File: config.mk
export PLATFORM = sky130hd
export DESIGN_NAME = cj_cosim
export DESIGN_NICKNAME = d
export VERILOG_FILES = /design/src/rtl/cj_pkg.sv /design/src/rtl/cj_fifo.sv /design/src/rtl/cj_cosim.sv
export SDC_FILE = /design/constraint.sdc
export NUM_CORES = 1
export LEC_CHECK = 0
export CORE_AREA = 4 4 177 179
export CTS_CLUSTER_DIAMETER = 100
export DETAILED_ROUTE_END_ITERATION = 16
export DIE_AREA = 0 0 181 183
export MAX_ROUTING_LAYER = met4
export REMOVE_ABC_BUFFERS = 1
export SETUP_SLACK_MARGIN = 0.4
export SYNTH_ARGS = -nofsm -noshare
export SYNTH_HDL_FRONTEND = slang
export SYNTH_HIERARCHICAL = 1
export SYNTH_SLANG_ARGS = --single-unit
export TNS_END_PERCENT = 10
File: constraint.sdc
create_clock -name clock -period 1.45 [get_ports clock]
set_input_delay 0.29 -clock clock [delete_from_list [all_inputs] [get_ports clock]]
set_output_delay 0.29 -clock clock [all_outputs]
set_load 0.02 [all_outputs]
File: src/rtl/cj_pkg.sv
// Shared types, error codes and tohost encoding for the cj_cosim commit-stream checker.
package cj_pkg;

    localparam int unsigned XLEN   = 64;
    localparam int unsigned ILEN   = 32;
    localparam int unsigned CODE_W = 3;

    typedef logic [CODE_W-1:0] err_code_t;

    typedef struct packed {
        logic [XLEN-1:0] pc;
        logic [ILEN-1:0] insn;
    } commit_t;

    localparam err_code_t CJ_ERR_PC        = 3'd2;
    localparam err_code_t CJ_ERR_INSN      = 3'd3;
    localparam err_code_t CJ_ERR_UNDERFLOW = 3'd4;
    localparam err_code_t CJ_ERR_OVERFLOW  = 3'd5;

    // riscv-tests style: bit0 = done, upper bits = exit code
    function automatic logic [XLEN-1:0] tohost_encode(input err_code_t code);
        return (XLEN'(code) << 1) | XLEN'(1);
    endfunction

endpackage

File: src/rtl/cj_fifo.sv
// Synchronous FIFO of DUT commit records; the caller never pushes when full without popping,
// and never pops when empty.
module cj_fifo
    import cj_pkg::*;
#(
    parameter int unsigned DEPTH = 8
) (
    input  logic    clk,
    input  logic    rst_n,
    input  logic    push,
    input  logic    pop,
    input  commit_t din,
    output commit_t head_c,
    output logic    full_c,
    output logic    empty_c
);

    localparam int unsigned PTR_W = $clog2(DEPTH);
    localparam int unsigned CNT_W = PTR_W + 1;

    logic [PTR_W-1:0] wr_ptr_q, wr_ptr_d;
    logic [PTR_W-1:0] rd_ptr_q, rd_ptr_d;
    logic [CNT_W-1:0] count_q, count_d;
    commit_t          mem_q [DEPTH];
    commit_t          mem_d [DEPTH];

    always_comb begin
        mem_d    = mem_q;
        wr_ptr_d = wr_ptr_q;
        rd_ptr_d = rd_ptr_q;
        count_d  = count_q;
        if (push) begin
            mem_d[wr_ptr_q] = din;
            wr_ptr_d        = wr_ptr_q + PTR_W'(1);
        end
        if (pop) begin
            rd_ptr_d = rd_ptr_q + PTR_W'(1);
        end
        case ({push, pop})
            2'b10:   count_d = count_q + CNT_W'(1);
            2'b01:   count_d = count_q - CNT_W'(1);
            default: count_d = count_q;
        endcase
    end

    always_ff @(posedge clk or negedge rst_n) begin
        if (!rst_n) begin
            wr_ptr_q <= '0;
            rd_ptr_q <= '0;
            count_q  <= '0;
        end else begin
            wr_ptr_q <= wr_ptr_d;
            rd_ptr_q <= rd_ptr_d;
            count_q  <= count_d;
        end
    end

    // Payload storage needs no reset; occupancy gates every read.
    always_ff @(posedge clk) begin
        mem_q <= mem_d;
    end

    assign head_c  = mem_q[rd_ptr_q];
    assign full_c  = (count_q == CNT_W'(DEPTH));
    assign empty_c = (count_q == '0);

endmodule

File: src/rtl/cj_cosim.sv
// Commit-stream co-simulation checker and tohost source.
// Build option: CJ_COMMIT_CHECK_EN enables the commit FIFO, comparator and error codes.
module cj_cosim
    import cj_pkg::*;
#(
    parameter logic [63:0] TOHOST_ADDR = 64'h8000_1000,
    parameter int unsigned DEPTH       = 8
) (
    input  logic        clock,
    input  logic        reset,
    input  logic        st_valid,
    input  logic [63:0] st_addr,
    input  logic [63:0] st_data,
    input  logic [7:0]  st_mask,
    input  logic        commit_valid,
    input  logic [63:0] commit_pc,
    input  logic [31:0] commit_insn,
    input  logic        ref_valid,
    input  logic [63:0] ref_pc,
    input  logic [31:0] ref_insn,
    output logic [63:0] tohost,
    output logic [63:0] checked
);

    logic [XLEN-1:0] tohost_q, tohost_d;
    logic [XLEN-1:0] st_merge_c;
    logic            st_hit_c;
    logic            err_valid_c;
    err_code_t       err_code_c;

    assign st_hit_c = st_valid && (st_addr == TOHOST_ADDR);

    // Byte-enable merge of store data into the current tohost value
    always_comb begin
        st_merge_c = tohost_q;
        for (int b = 0; b < 8; b++) begin
            if (st_mask[b]) begin
                st_merge_c[b*8 +: 8] = st_data[b*8 +: 8];
            end
        end
    end

`ifdef CJ_COMMIT_CHECK_EN
    logic [XLEN-1:0] checked_q, checked_d;
    commit_t         commit_in_c;
    commit_t         fifo_head_c;
    commit_t         cmp_c;
    logic            fifo_full_c, fifo_empty_c;
    logic            bypass_c, pop_c, push_c, cmp_valid_c;
    logic            pc_err_c, insn_err_c, underflow_c, overflow_c, pass_c;

    assign commit_in_c = '{pc: commit_pc, insn: commit_insn};

    assign bypass_c    = fifo_empty_c && commit_valid && ref_valid;
    assign pop_c       = ref_valid && !fifo_empty_c;
    assign cmp_valid_c = bypass_c || pop_c;
    assign cmp_c       = bypass_c ? commit_in_c : fifo_head_c;

    assign pc_err_c    = cmp_valid_c && (cmp_c.pc != ref_pc);
    assign insn_err_c  = cmp_valid_c && (cmp_c.insn != ref_insn);
    assign pass_c      = cmp_valid_c && !pc_err_c && !insn_err_c;
    assign underflow_c = ref_valid && fifo_empty_c && !commit_valid;
    // A pop in the same cycle frees the slot, so a full FIFO still accepts the push
    assign overflow_c  = commit_valid && !bypass_c && fifo_full_c && !pop_c;
    assign push_c      = commit_valid && !bypass_c && !overflow_c;

    cj_fifo #(
        .DEPTH (DEPTH)
    ) u_fifo (
        .clk     (clock),
        .rst_n   (reset),
        .push    (push_c),
        .pop     (pop_c),
        .din     (commit_in_c),
        .head_c  (fifo_head_c),
        .full_c  (fifo_full_c),
        .empty_c (fifo_empty_c)
    );

    // Highest-priority error for this cycle
    always_comb begin
        err_valid_c = 1'b0;
        err_code_c  = CJ_ERR_PC;
        if (pc_err_c) begin
            err_valid_c = 1'b1;
            err_code_c  = CJ_ERR_PC;
        end else if (insn_err_c) begin
            err_valid_c = 1'b1;
            err_code_c  = CJ_ERR_INSN;
        end else if (underflow_c) begin
            err_valid_c = 1'b1;
            err_code_c  = CJ_ERR_UNDERFLOW;
        end else if (overflow_c) begin
            err_valid_c = 1'b1;
            err_code_c  = CJ_ERR_OVERFLOW;
        end
    end

    always_comb begin
        checked_d = checked_q;
        if (pass_c) begin
            checked_d = checked_q + XLEN'(1);
        end
    end

    always_ff @(posedge clock or negedge reset) begin
        if (!reset) begin
            checked_q <= '0;
        end else begin
            checked_q <= checked_d;
        end
    end

    assign checked = checked_q;
`else
    logic unused_c;

    assign unused_c    = ^{commit_valid, commit_pc, commit_insn,
                           ref_valid, ref_pc, ref_insn, 32'(DEPTH)};
    assign err_valid_c = 1'b0;
    assign err_code_c  = CJ_ERR_PC;
    assign checked     = '0;
`endif

    // Errors beat stores; once done is set the value is frozen until reset
    always_comb begin
        tohost_d = tohost_q;
        if (!tohost_q[0]) begin
            if (err_valid_c) begin
                tohost_d = tohost_encode(err_code_c);
            end else if (st_hit_c) begin
                tohost_d = st_merge_c;
            end
        end
    end

    always_ff @(posedge clock or negedge reset) begin
        if (!reset) begin
            tohost_q <= '0;
        end else begin
            tohost_q <= tohost_d;
        end
    end

    assign tohost = tohost_q;

endmodule

==> results.json, run 1 <==
{
  "setup_viol": 63,
  "min_path_type": "primary input to asynchronous set/reset pin",
  "htree_num_levels": 3,
  "vias": 2563,
  "core_area_um2": 29600,
  "rsz0062_at_grt": "yes",
  "port_buffers": 202,
  "grt_usage_pct": 7.11,
  "syn_area_per_cell_um2": 14.6,
  "grt_start_max_net_pins": 65,
  "num_rows": 63,
  "grt_use_met1_pct": 8.74,
  "instances_no_fill": 847,
  "pin_count": 461,
  "placed_cell_area_um2": 5630,
  "drive_gt1_share_pct": 41.9,
  "area_delta_synth_final_pct": 85.6,
  "reg2reg_setup_slack_ps": 80,
  "netlist_area_um2": 3280,
  "r2r_start": "tohost[0]",
  "p_leak_nw": 3.11,
  "cts_buffer_depth": 2,
  "drtPass1Iterations": 4,
  "crit_buf_inv": 3,
  "drv_cap": 0,
  "endpoint_kind": "register",
  "final-hold-violation-count": 0,
  "initial_core_util_pct": 11.1,
  "grt_overflow": 0,
  "fmax_mhz": 539,
  "multi_input_area_um2": 1500,
  "final_core_util_pct": 20.6,
  "avgViaCountPerCell": 3.03,
  "ir_worst_vdd_mv": 0.364,
  "setup_slack_ps": -404,
  "power_mw": 4.56,
  "insertion_delay_ps": 330,
  "ff2ff_path_depth": 3,
  "final_design_area_no_fill_um2": 6080,
  "fillers": 3197,
  "dp_hpwl_mm": 9.42,
  "place_inst": 823,
  "fp.dieArea_um2": 33100,
  "die_w_um": 181,
  "path_clk_slew_ps": 60,
  "drc": 0,
  "ys_seq_area_share_pct": 48.9,
  "busiest_layer": "met2",
  "min_period_ps": 1850,
  "seqCellArea_um2": 1600,
  "period_share_pct": 128,
  "critPathTopFamily": "simple AND/OR/NAND/NOR gates",
  "grt_pass1_wl_mm": 16.8,
  "largest_reg_flops": 64,
  "ant_nets": 0,
  "die-height_um": 183,
  "required_ps": 1660,
  "crit_chain": "dlygate4sd2_1, nor4_1, nand4_1, nor3_4, buf_6, buf_16, nand4b_4, mux2_4",
  "critical_path_class": "primary input to register",
  "syn-instance-count": 225,
  "clock_skew_ps": 9.10,
  "clock_sinks": 64,
  "groute.layer.met3.usage_pct": 4.07,
  "cpPeakStageDelay_ps": 340,
  "violations": "setup timing",
  "cts-buffers-inserted": 9,
  "antenna_found_initial": 7,
  "setup-tns-final_ps": -22010,
  "crit_path_start_kind": "primary input",
  "drt_iter0_drc": 55,
  "yosysUniqueCellTypes": 18,
  "root_buffer": "clkbuf_16",
  "pre_cts_ws_ps": -1210,
  "cts_tree": "yes",
  "synth_seq_cells": 64,
  "hold-worst-slack_ps": 497,
  "finalWirelength_mm": 12.0,
  "wl_per_cell_um": 14.1,
  "worstPathArrival_ps": 2070,
  "critPathMaxFanout": 8,
  "yosysWarnings": 6,
  "grt_util_met2_pct": 10.1,
  "nets": 781,
  "final_max_slew_viol_count": 0,
  "grt_pass1_vias": 2728,
  "p_per_area_nw_per_um2": 749,
  "status": "complete, but fails checks",
  "gp_congestion": 0.741,
  "critPathSlowestCell": "mux2_4",
  "reg2reg_to": "tohost[20]"
}
==> worst max-delay path by stage <==
stage / start / endpoint / slack, ps / cells after the start
6_report: st_addr[48] / tohost[57] / -400 / 8
4_1_cts: st_addr[49] / tohost[26] / -450 / 9
3_5_place_dp: st_addr[37] / tohost[26] / -1210 / 9
5_1_grt: st_addr[40] / tohost[26] / -500 / 9
2_1_floorplan: st_addr[8] / tohost[16] / -1000 / 5
3_3_place_gp: st_addr[37] / tohost[20] / -1150 / 9
==> cell families after synthesis <==
group	synth area share [%]
mux	23.5
compound gates	0.343
simple gates	12.2
buf+inv	15.0
flops	48.9
other cells	0.114
==> power breakdown <==
| group | internal [mW] | total, mW | switching, mW |
|---|---|---|---|
| Clock | 1.34 | 2.21 | 0.871 |
| Sequential | 1.79 | 1.79 | 0 |
| Combinational | 0.290 | 0.561 | 0.271 |
| Total | 3.42 | 4.56 | 1.14 |
==> timing repair <==
item | CTS | global route
buffers inserted | 1 | 0
pin swaps | 31 | 6
endpoints found under the hold margin | 64 | 0
endpoints found under the setup margin | 128 | 128
gates cloned | 2 | 0
resized for setup | 501 | 3
hold buffers | 1 | 0
==> cells in the final DEF, fill, tap and decap left out, types with 2 or more instances in the layout <==
cell type        instances
mux2_2                  45
clkdlybuf4s15_1          9
buf_12                   3
nor4_2                   7
clkbuf_16                9
clkdlybuf4s50_1         74
buf_6                   67
buf_2                   10
conb_1                  64
clkinv_4                 2
dlygate4sd2_1           41
nor4b_2                  2
mux2_4                  18
nand4b_4                 8
dfrtp_1                 64
diode_2                  4
nand4_1                  3
buf_16                   2
buf_4                    5
dlymetal6s2s_1           2
nor4_4                   2
nor4_1                   3
==> worst min-delay path, cell delays in order <==
cell and delay, ps:
dlygate4sd3_1 520, buf_2 120, buf_12 310
==> routing by layer <==
layer	share of wire (%)	up-vias
met5	0	-
met4	0.85	0
met3	14	10
met2	42	215
met1	42	1201
li1	-	1137
==> final cells by class <==
| type | count | area share [%] |
|---|---|---|
| Timing Repair Buffer | 214 | 35.9 |
| Antenna cell | 4 | 0.165 |
| Multi-Input combinational cell | 159 | 24.7 |
| Clock buffer | 10 | 3.76 |
| Sequential cell | 64 | 26.3 |
| Tap cell | 390 | 8.02 |
| Clock inverter | 6 | 1.13 |
==> cells in the mapped netlist (all sizes together) <==
master | count | area share, %
buf | 65 | 15
dfrtp | 64 | 49
nor4 | 12 | 3.2
or3 | 1 | 0.19
nor3 | 1 | 0.31
nor4b | 3 | 0.99
conb | 1 | 0.11
mux2 | 63 | 23
nand4 | 4 | 0.95
a41o | 1 | 0.34
nand4b | 8 | 5.8
nor2 | 2 | 0.73
Power figures use the tool's default switching activity.
==> run 2, diff against run 1 <==
- CTS_BUF_LIST: unset -> sky130_fd_sc_hd__clkbuf_16
==> run 2 against run 1 <==
  * The flow still finishes with violations (setup timing)
  * Hold slack hardly changed
  * Clock skew barely moved
  * Fmax about the same
  * Highest routed layer unchanged
  * First-iteration DRC count stayed put
  * Clock power is essentially flat
==> results.json, run 2 (synthesis gave the netlist of run 1 again) <==
{
  "grt_overflow": 0,
  "core_area_um2": 29600,
  "die_w_um": 181,
  "p_leak_nw": 3.12,
  "violations": "setup timing",
  "cts-buffers-inserted": 9,
  "num_rows": 63,
  "antenna_found_initial": 7,
  "drt_iter0_drc": 55,
  "reg2reg_to": "tohost[20]",
  "endpoint_kind": "register",
  "critical_path_class": "primary input to register",
  "area_delta_synth_final_pct": 85.6,
  "fp.dieArea_um2": 33100,
  "cts_tree": "yes",
  "p_per_area_nw_per_um2": 748,
  "root_buffer": "clkbuf_16",
  "placed_cell_area_um2": 5630,
  "clock_sinks": 64,
  "mostFrequentLayoutCell": "clkdlybuf4s50_1",
  "htree_num_levels": 3,
  "crit_path_start_kind": "primary input",
  "place_inst": 823,
  "grt_start_max_net_pins": 65,
  "worstPathArrival_ps": 2070,
  "rsz0062_at_grt": "yes",
  "vias": 2563,
  "pin_count": 461,
  "wl_per_cell_um": 14.1,
  "dp_hpwl_mm": 9.42,
  "fmax_mhz": 539,
  "reg2reg_setup_slack_ps": 80,
  "grt_pass1_vias": 2728,
  "port_buffers": 202,
  "status": "complete, but fails checks",
  "pre_cts_ws_ps": -1210,
  "crit_end": "tohost[57]",
  "startpoint": "st_addr[48]",
  "drtPass1Iterations": 4,
  "drv_cap": 0,
  "grt_usage_pct": 7.11,
  "ff2ff_path_depth": 3,
  "r2r_start": "tohost[0]",
  "drc": 0,
  "power_mw": 4.55,
  "largest_reg_flops": 64,
  "final_max_slew_viol_count": 0,
  "critPathMaxFanout": 8,
  "period_share_pct": 128,
  "nets": 781,
  "min_path_type": "primary input to asynchronous set/reset pin",
  "required_ps": 1660,
  "ant_nets": 0,
  "min_period_ps": 1850,
  "ir_worst_vdd_mv": 0.365,
  "fillers": 3197,
  "final-hold-violation-count": 0,
  "final_design_area_no_fill_um2": 6080,
  "die-height_um": 183,
  "finalWirelength_mm": 12.0,
  "setup_slack_ps": -404,
  "initial_core_util_pct": 11.1,
  "layout_common_cells": "clkdlybuf4s50_1, buf_6, conb_1, dfrtp_1, mux2_2",
  "grt_pass1_wl_mm": 16.8,
  "gp_congestion": 0.741,
  "instances_no_fill": 847,
  "drive_gt1_share_pct": 41.9,
  "hold-worst-slack_ps": 497,
  "setup_viol": 63,
  "path_clk_slew_ps": 60,
  "cts_buffer_depth": 2,
  "insertion_delay_ps": 330,
  "avgViaCountPerCell": 3.03,
  "clock_skew_ps": 9.28
}
-- run 2: changes by cell type in the layout (fill, tap and decap cells not counted), sizes merged --
cell	previous run	this run
inv	1	2
clkbuf	10	9
-- run 2: per-stage QoR --
stage	util (%)	TNS, ps
6_report	20.6	-22000
5_1_grt	20.6	-28370
3_5_place_dp	19.1	-72460
3_3_place_gp	19.1	-69850
2_1_floorplan	-	-58540
4_1_cts	20.5	-24530
-- run 2: report_power, final --
group | leakage, nW | switching (mW) | internal (mW) | total, mW
combinational | 2.08 | 0.271 | 0.290 | 0.561
clock | 0.147 | 0.872 | 1.33 | 2.21
sequential | 0.895 | 0 | 1.79 | 1.79
-- run 2: area by class of cell --
class                           instances  area [um2]  area share, %
Timing Repair Buffer                  214        2180           35.9
Sequential cell                        64        1600           26.3
Multi-Input combinational cell        159        1500           24.7
Tap cell                              390         488           8.02
Clock buffer                            9         225           3.70
Clock inverter                          7        72.6           1.19
Antenna cell                            4        10.0          0.165
-- run 2: timing repair --
action                                 in CTS  in global routing
buffers inserted                            1                  0
endpoints found under the hold margin      64                  0
hold buffers                                1                  0
gates resized for setup                   501                  3
pin swaps                                  31                  6
gates cloned                                2                  0
setup endpoints to repair                 128                128
-- run 2: routing by layer --
metal | GRT usage, % | vias to the layer above | share of wire [%]
met5 | - | - | 0
met2 | 10.1 | 215 | 42
li1 | - | 1137 | -
met4 | 1.62 | 0 | 0.85
met3 | 4.07 | 10 | 14
met1 | 8.74 | 1201 | 42
-- run 2: critical path: stages --
cell           delay [ps]
dlygate4sd2_1         230
nor4_1                260
nand4_1               190
nor3_4                290
buf_6                 160
buf_16                130
nand4b_4              180
mux2_4                340
-- run 2: worst min path at each step --
stage | cells past startpoint | slack [ps] | endpoint | startpoint
2_1_floorplan | 0 | -6 | tohost[0] | reset
3_3_place_gp | 2 | 340 | tohost[54] | reset
3_5_place_dp | 2 | 340 | tohost[47] | reset
4_1_cts | 3 | 490 | tohost[47] | reset
5_1_grt | 1 | 540 | tohost[30] | tohost[30]
6_report | 3 | 500 | tohost[47] | reset
